$ cat config.mk
export PLATFORM = sky130hd
export DESIGN_NAME = hmmm_controller
export DESIGN_NICKNAME = d
export VERILOG_FILES = /design/src/rtl/hmmm_controller.sv
export SDC_FILE = /design/constraint.sdc
export NUM_CORES = 1
export LEC_CHECK = 0
export ABC_AREA = 1
export CAP_MARGIN = 20
export CORE_MARGIN = 5
export CORE_UTILIZATION = 40
export DETAILED_ROUTE_END_ITERATION = 16
export DONT_BUFFER_PORTS = 1
export GPL_TIMING_DRIVEN = 0
export PLACE_DENSITY = 0.53
export SLEW_MARGIN = 10
export SYNTH_ARGS = -nofsm -noshare
export SYNTH_HDL_FRONTEND = slang
export SYNTH_SLANG_ARGS = --single-unit
$ cat constraint.sdc
create_clock -name ph1 -period 1.8 [get_ports ph1]
set_clock_uncertainty 0.2 [all_clocks]
set_input_delay 0.27 -clock ph1 [delete_from_list [all_inputs] [get_ports ph1]]
set_output_delay 0.27 -clock ph1 [all_outputs]
set_load 0.01 [all_outputs]
$ cat src/rtl/hmmm_controller.sv
// Control unit for the 8-bit HMMM-style processor: holds the upper
// instruction byte, sequences fetch / execute, and decodes the function
// field into every datapath select and enable.
module hmmm_controller (
    input  logic       ph1,
    input  logic       reset,
    input  logic       negative,
    input  logic       zero,
    input  logic [6:0] MemData1,
    output logic [6:0] instr1,
    output logic       RegWLoadSrc,
    output logic       RA1Src,
    output logic       PCEnable,
    output logic       AdrSrc,
    output logic       InstrSrc,
    output logic       RegWrite,
    output logic       TwoRegs,
    output logic       ALUSub,
    output logic [1:0] PCSrc,
    output logic [1:0] RegWriteSrc,
    output logic       MemWrite
);

    typedef enum logic {
        FETCH = 1'b0,
        EXEC  = 1'b1
    } state_t;

    state_t     state;
    state_t     next_state;
    logic [6:0] instrTemp1;
    logic [3:0] funct;
    logic       branch;
    logic       unconditional;
    logic       regJumpLoc;
    logic       condBranch;

    // Capture the upper instruction byte every cycle so execute sees the fetched word
    always_ff @(posedge ph1) begin
        if (reset) begin
            instrTemp1 <= 7'd0;
        end else begin
            instrTemp1 <= MemData1;
        end
    end

    // State register: fetch/execute sequencing
    always_ff @(posedge ph1) begin
        if (reset) begin
            state <= FETCH;
        end else begin
            state <= next_state;
        end
    end

    // Instruction select, decode, next state and all control outputs
    always_comb begin
        InstrSrc      = 1'b0;
        instr1        = instrTemp1;
        funct         = 4'd0;
        branch        = 1'b0;
        unconditional = 1'b0;
        regJumpLoc    = 1'b0;
        condBranch    = 1'b0;
        next_state    = FETCH;
        PCEnable      = 1'b0;
        AdrSrc        = 1'b0;
        PCSrc         = 2'b00;
        RA1Src        = 1'b0;
        TwoRegs       = 1'b0;
        ALUSub        = 1'b0;
        MemWrite      = 1'b0;
        RegWrite      = 1'b0;
        RegWriteSrc   = 2'b00;
        RegWLoadSrc   = 1'b0;

        // In fetch the live bus is used so branches can resolve in one cycle
        InstrSrc = ~reset & (state == FETCH);
        instr1   = InstrSrc ? MemData1 : instrTemp1;
        funct    = instr1[6:3];

        branch        = funct[3];
        unconditional = funct[2];
        regJumpLoc    = funct[1];

        case (funct[1:0])
            2'b00:   condBranch = zero;
            2'b01:   condBranch = ~zero;
            2'b10:   condBranch = ~negative & ~zero;
            default: condBranch = negative;
        endcase

        // Branches finish in fetch; everything else spends one cycle in execute
        if (state == FETCH && !branch) begin
            next_state = EXEC;
        end else begin
            next_state = FETCH;
        end

        PCEnable = (state == EXEC) | branch;
        AdrSrc   = (state == EXEC);

        if (branch && (unconditional || condBranch)) begin
            PCSrc = (unconditional && regJumpLoc) ? 2'b10 : 2'b01;
        end

        RA1Src  = branch;
        TwoRegs = funct[1];
        ALUSub  = funct[0];

        // Store strobe is killed combinationally by reset so a store in flight never lands
        MemWrite = (state == EXEC) & (funct == 4'b0010) & ~reset;
        RegWrite = (state == EXEC) & ~branch & (funct[2] | funct[0]);

        if (funct[2]) begin
            RegWriteSrc = 2'b10;
        end else if (funct[1]) begin
            RegWriteSrc = 2'b01;
        end else begin
            RegWriteSrc = 2'b00;
        end

        RegWLoadSrc = (funct == 4'b0011);
    end

endmodule

Yosys cells after proc, flatten, opt, wreduce, memory -nomap -nowiden --
Index checks and enable logic that the tools add are counted.
Storage, ports and cells: bits in latches 0, RAM bits 0, bits of input ports 11, flip-flop bits (word level) 8, ROM bits 0, memories kept 0
Operators by class: multipliers 0, bitwise logic cells 13, $lt $le $gt $ge 0, reductions and logical operators 6, div/mod/pow operators 0, equality and inequality tests 4, shifts and indexed selects 0, mux-type cells 7, add/subtract/negate cells 0
Operators by type and width (number):
- equality test 4 x 2 -> 1 bit (second input constant) | 2
- 2-to-1 mux 7 bit | 1
- bitwise AND 1 bit | 6
- 2-to-1 mux 2 bit | 3
- NOT 1 bit | 5
- logical AND 1 bit | 3
- case mux 1 bit (3 select lines) | 1
- equality test 2 x 1 -> 1 bit (second input constant) | 1
- equality test 2 bit (second input constant) | 1
- logical NOT 2 bit | 1
- 2-to-1 mux 1 bit | 2
- OR 1 bit | 2
- logical NOT 1 bit | 1
- logical OR 1 bit | 1

Logic depth before layout (Yosys ltp) --
depth in word-level cells 8, depth in mapped cells 11

Least setup slack after synthesis --
OpenSTA, ideal clock, no wires.
kind reg-to-output, start reg state, in the netlist AdrSrc, end out PCSrc[0], arrival 1248 ps, data required time 1330 ps, stages on the path, launching flop included 10, path slack 82 ps, cell sequence dfxtp_1 > inv_2 > nand2_4 > buf_6 > nand2_2 > o21ai_2 > nand3_1 > nand2_1 > nor2_1 > nor2_1
Between the ends: cells in the longest elaborated chain, start to end 8, elaborated cells on any way between the ends 12, those cells by class 2 x eq/ne; 4 x mux; 2 x bitwise; 4 x reduce/logical
Ends and longest elaborated chain:
- start, declared | RTL line 29 | state_t state;
- start signal, assigned | RTL line 52 | state <= next_state;
- NOT 1 bit * | RTL line 78 | InstrSrc = ~reset & (state == FETCH);
- bitwise AND 1 bit * | RTL line 78
- 2-to-1 mux 7 bit * | RTL line 79 | instr1 = InstrSrc ? MemData1 : instrTemp1;
- net ALUSub | RTL line 18 | output logic ALUSub,
- equality test 2 bit, or another cell as far along | RTL line 86 | case (funct[1:0])
- case mux 1 bit (3 select lines) * | RTL line 86
- logical OR 1 bit * | RTL line 103 | if (branch && (unconditional || condBranch)) begin
- logical AND 1 bit * | RTL line 103
- 2-to-1 mux 2 bit * | RTL line 103
- end, declared | RTL line 19 | output logic [1:0] PCSrc,
The timed path passes the listed nets; every way through them passes the cells marked *.

Worst setup path after layout --
start reg state, in the netlist AdrSrc, end out RegWLoadSrc
Between the ends: cells in the longest elaborated chain, start to end 4
Ends and longest elaborated chain:
- NOT 1 bit | RTL line 78
- bitwise AND 1 bit | RTL line 78
- net InstrSrc | RTL line 15 | output logic InstrSrc,
- 2-to-1 mux 7 bit | RTL line 79
- equality test 4 x 2 -> 1 bit | RTL line 123 | RegWLoadSrc = (funct == 4'b0011);
- end, declared | RTL line 11 | output logic RegWLoadSrc,
The timed path passes the listed nets, and every way through them passes these cells.

==> metrics <==
outcome=finished with violations; DIE HEIGHT=47.0 um; grt ovf=0; htree depth=1; flop2flop setup slack=240 ps; Final Hold Viols=0; crit-path leading delay family=simple AND/OR/NAND/NOR gates; Max Clock Freq=0.508 GHz; Synth area leaders=dfxtp_1 29%, inv_1 8.9%, nand2_1 8.2%; post-synthesis async set-or-reset flop share=0; Layout area overhead=38.7%; Final GP Congestion=0.665; post-synthesis mux area share=0; vias in the first global route=499; Vias=approximately 530; Worst EP required=roughly 1300 ps; setup violators final=4; Cell Area, Synth=547 sq um; CP max stage cell=dfxtp_4; CTS tree=built; crit end category=output port; DP Worst Slack=-84.7 ps; XOR/XNOR Fraction of Synth Area=0; Initial Util=0.420; # IOs=31; FILL cells=142; main combinational cell family by area after synthesis=simple AND/OR/NAND/NOR gates; crit path DAT=1500 ps; Avg WL per Cell=11.5 um; n_diodes=0; die width=47.0 um; post-synthesis sequential area ratio=0.293; First-pass DRT Iterations=3; synth warn=0; WHS Path Cells=2; Total Routing Usage GR=0.128; first-pass GRT wire length=~2.0 mm; critical path type=flop to output port; worst slew pin tran=427 ps; Post-synth top cells=13 x inv_1, 12 x nand2_1, 12 x nor2_1, 8 x dfxtp_1, 5 x nand3_1; IO Port Bufs=0; Synth Area in Compound Gates=0.0984; Leak=0.369 nW; fraction of the mapped netlist area in simple logic gates=0.391; cts bufs inserted=3; min-delay src=reset; FF-to-FF path depth=4; pwr/cell area=653 nW/um^2; detailed placement HPWL=917 um; Slew Limit Fails=0; Mean Syn Cell Area=6.83 sq um; Post-Syn Instances=80; Clock Latency Late Sink=250 ps; Global Route met3 Usage=0.0230; Final Total Pwr=495 uW; Yosys reg bits=8; failing checks=setup timing; clock sink count=8; Routed WL=1.28 mm; EDFF count, synth=0; Worst Setup Slack, final=-169 ps; Syn Nets=91; Synth area leader=dfxtp_1; Hold Crit Class=input port to flop; DR vias/cell=4.74; initial drt markers=3; worst stage delay on the critical path=370 ps; layout cells sized above 1=0.396; Slew HR=0.713; Global Route met1 Usage=0.133; cells along the critical path=nor2_4 > nor2_2 > a21oi_2 > inv_2 > nor2_4 > and3_4; # DRC=0; maximum clock insertion buffer count=2; RR Startpoint=AdrSrc$_SDFF_PP0_; Die ar.=2210 sq um; peak supply drop=0.457 mV; fin crit share=1.09; critical path launch point type=flop; Worst Hold End=instrTemp1[6]$_SDFF_PP0_; pin count of the biggest net entering global routing=11; initial antenna violation count=0; Reg clk slew, reported paths=50 ps; Core Footprint=approximately 1300 sq um; most common cell in the netlist=inv_1; met2 usage=0.230; final net count=109; CP bufs+invs=1; synthesized-area fraction occupied by adder cells=0; Setup TNS=-480 ps; Yosys cell types=20; Worst path most repeated cell=nor2_4; max-cap viol count=0; Final ANT Viol Nets=0; worst-path maximum fanout=7; ys flop type=dfxtp_1; Yosys top cell area share=0.293; RSZ-0062 raised after global routing=true; R2R Path End=AdrSrc$_SDFF_PP0_; Core Rows=13; root buffer cell=clkbuf_4; gr busiest metal=met2; minimum clock period=1970 ps
[layout make-up]
cell class | count | area [sq um] | share of cell area
tap | 15 | 18.8 | 0.0248
inverter | 17 | 68.8 | 0.0908
sequential | 8 | 164 | 0.216
timing repair buffer | 13 | 118 | 0.155
buffer | 6 | 56.3 | 0.0743
multi-input combinational | 49 | 310 | 0.409
clock buffer | 3 | 22.5 | 0.0297
[cell usage in the layout, fill, tap and decap left out]
master / instances
dfxtp_4: 1
nand2_4: 3
dlygate4sd3_1: 8
inv_4: 2
nor3_4: 1
nor2_4: 2
inv_1: 12
buf_8: 1
nand3_1: 5
o21ai_2: 1
o21ai_4: 1
nand2_2: 4
clkbuf_4: 3
and3_4: 1
o21ai_1: 2
a21oi_2: 1
inv_2: 3
nor2_1: 10
nor2_2: 3
a21oi_4: 1
o21ai_0: 1
nand4_1: 1
buf_4: 9
dfxtp_1: 7
nand2_1: 11
buf_6: 1
a211oi_1: 1
[report_power, final]
part	switching (mW)	leakage (nW)	internal [mW]
clock network	0.0537	0.0138	0.0758
registers	0.00652	0.0673	0.187
logic	0.101	0.288	0.0719
total	0.161	0.369	0.334
[timing repair]
| item | CTS | global route |
|---|---|---|
| pin swaps | 3 | 1 |
| endpoints found under the hold margin | 8 | 0 |
| gates resized for setup | 7 | 10 |
| endpoints found under the setup margin | 11 | 11 |
| setup buffers | 1 | 4 |
| hold buffers | 8 | 0 |
[flip-flops by register name (all words and copies together), names as in the netlist]
name	count
AdrSrc	1
instrTemp1	7
[cells by family after synthesis]
logic type	after synthesis
compound gates	8
buf+inv	23
flops	8
simple gates	41
[worst max path at each step]
stage / slack, ps / end / start / cells past startpoint
after floorplan: 80 / PCSrc[0] / AdrSrc$_SDFF_PP0_ / 9
after global placement: -60 / PCSrc[0] / AdrSrc$_SDFF_PP0_ / 9
after detailed placement: -80 / PCSrc[0] / AdrSrc$_SDFF_PP0_ / 9
after CTS: -170 / MemWrite / AdrSrc$_SDFF_PP0_ / 5
after global routing: -270 / PCSrc[0] / AdrSrc$_SDFF_PP0_ / 7
final: -170 / RegWLoadSrc / AdrSrc$_SDFF_PP0_ / 6
[metrics by stage]
| step | utilization | instance area (sq um) | hold slack, ps | cells |
|---|---|---|---|---|
| final | 0.583 | 758 | 48.0 | 111 |
| after global routing | 0.583 | 758 | 37.1 | 111 |
| after CTS | 0.541 | 704 | 39.2 | 107 |
| after detailed placement | 0.435 | 566 | 173 | 95 |
| after global placement | 0.435 | 566 | 173 | 95 |
| after floorplan | - | 547 | 163 | 80 |
[layer usage]
metal,vias to the layer above,share of wire
met2,23,0.52
met3,2,0.11
met4,0,0.0078
li1,269,-
met5,-,0
met1,232,0.36
[worst register-to-register path: stages, from the launching register on]
cell and delay (ps):
dfxtp_4 370, inv_4 70, nand2_4 60, nor2_1 200
dlygate4sd3_1 580
No activity file was read; power rests on OpenSTA's default activity.
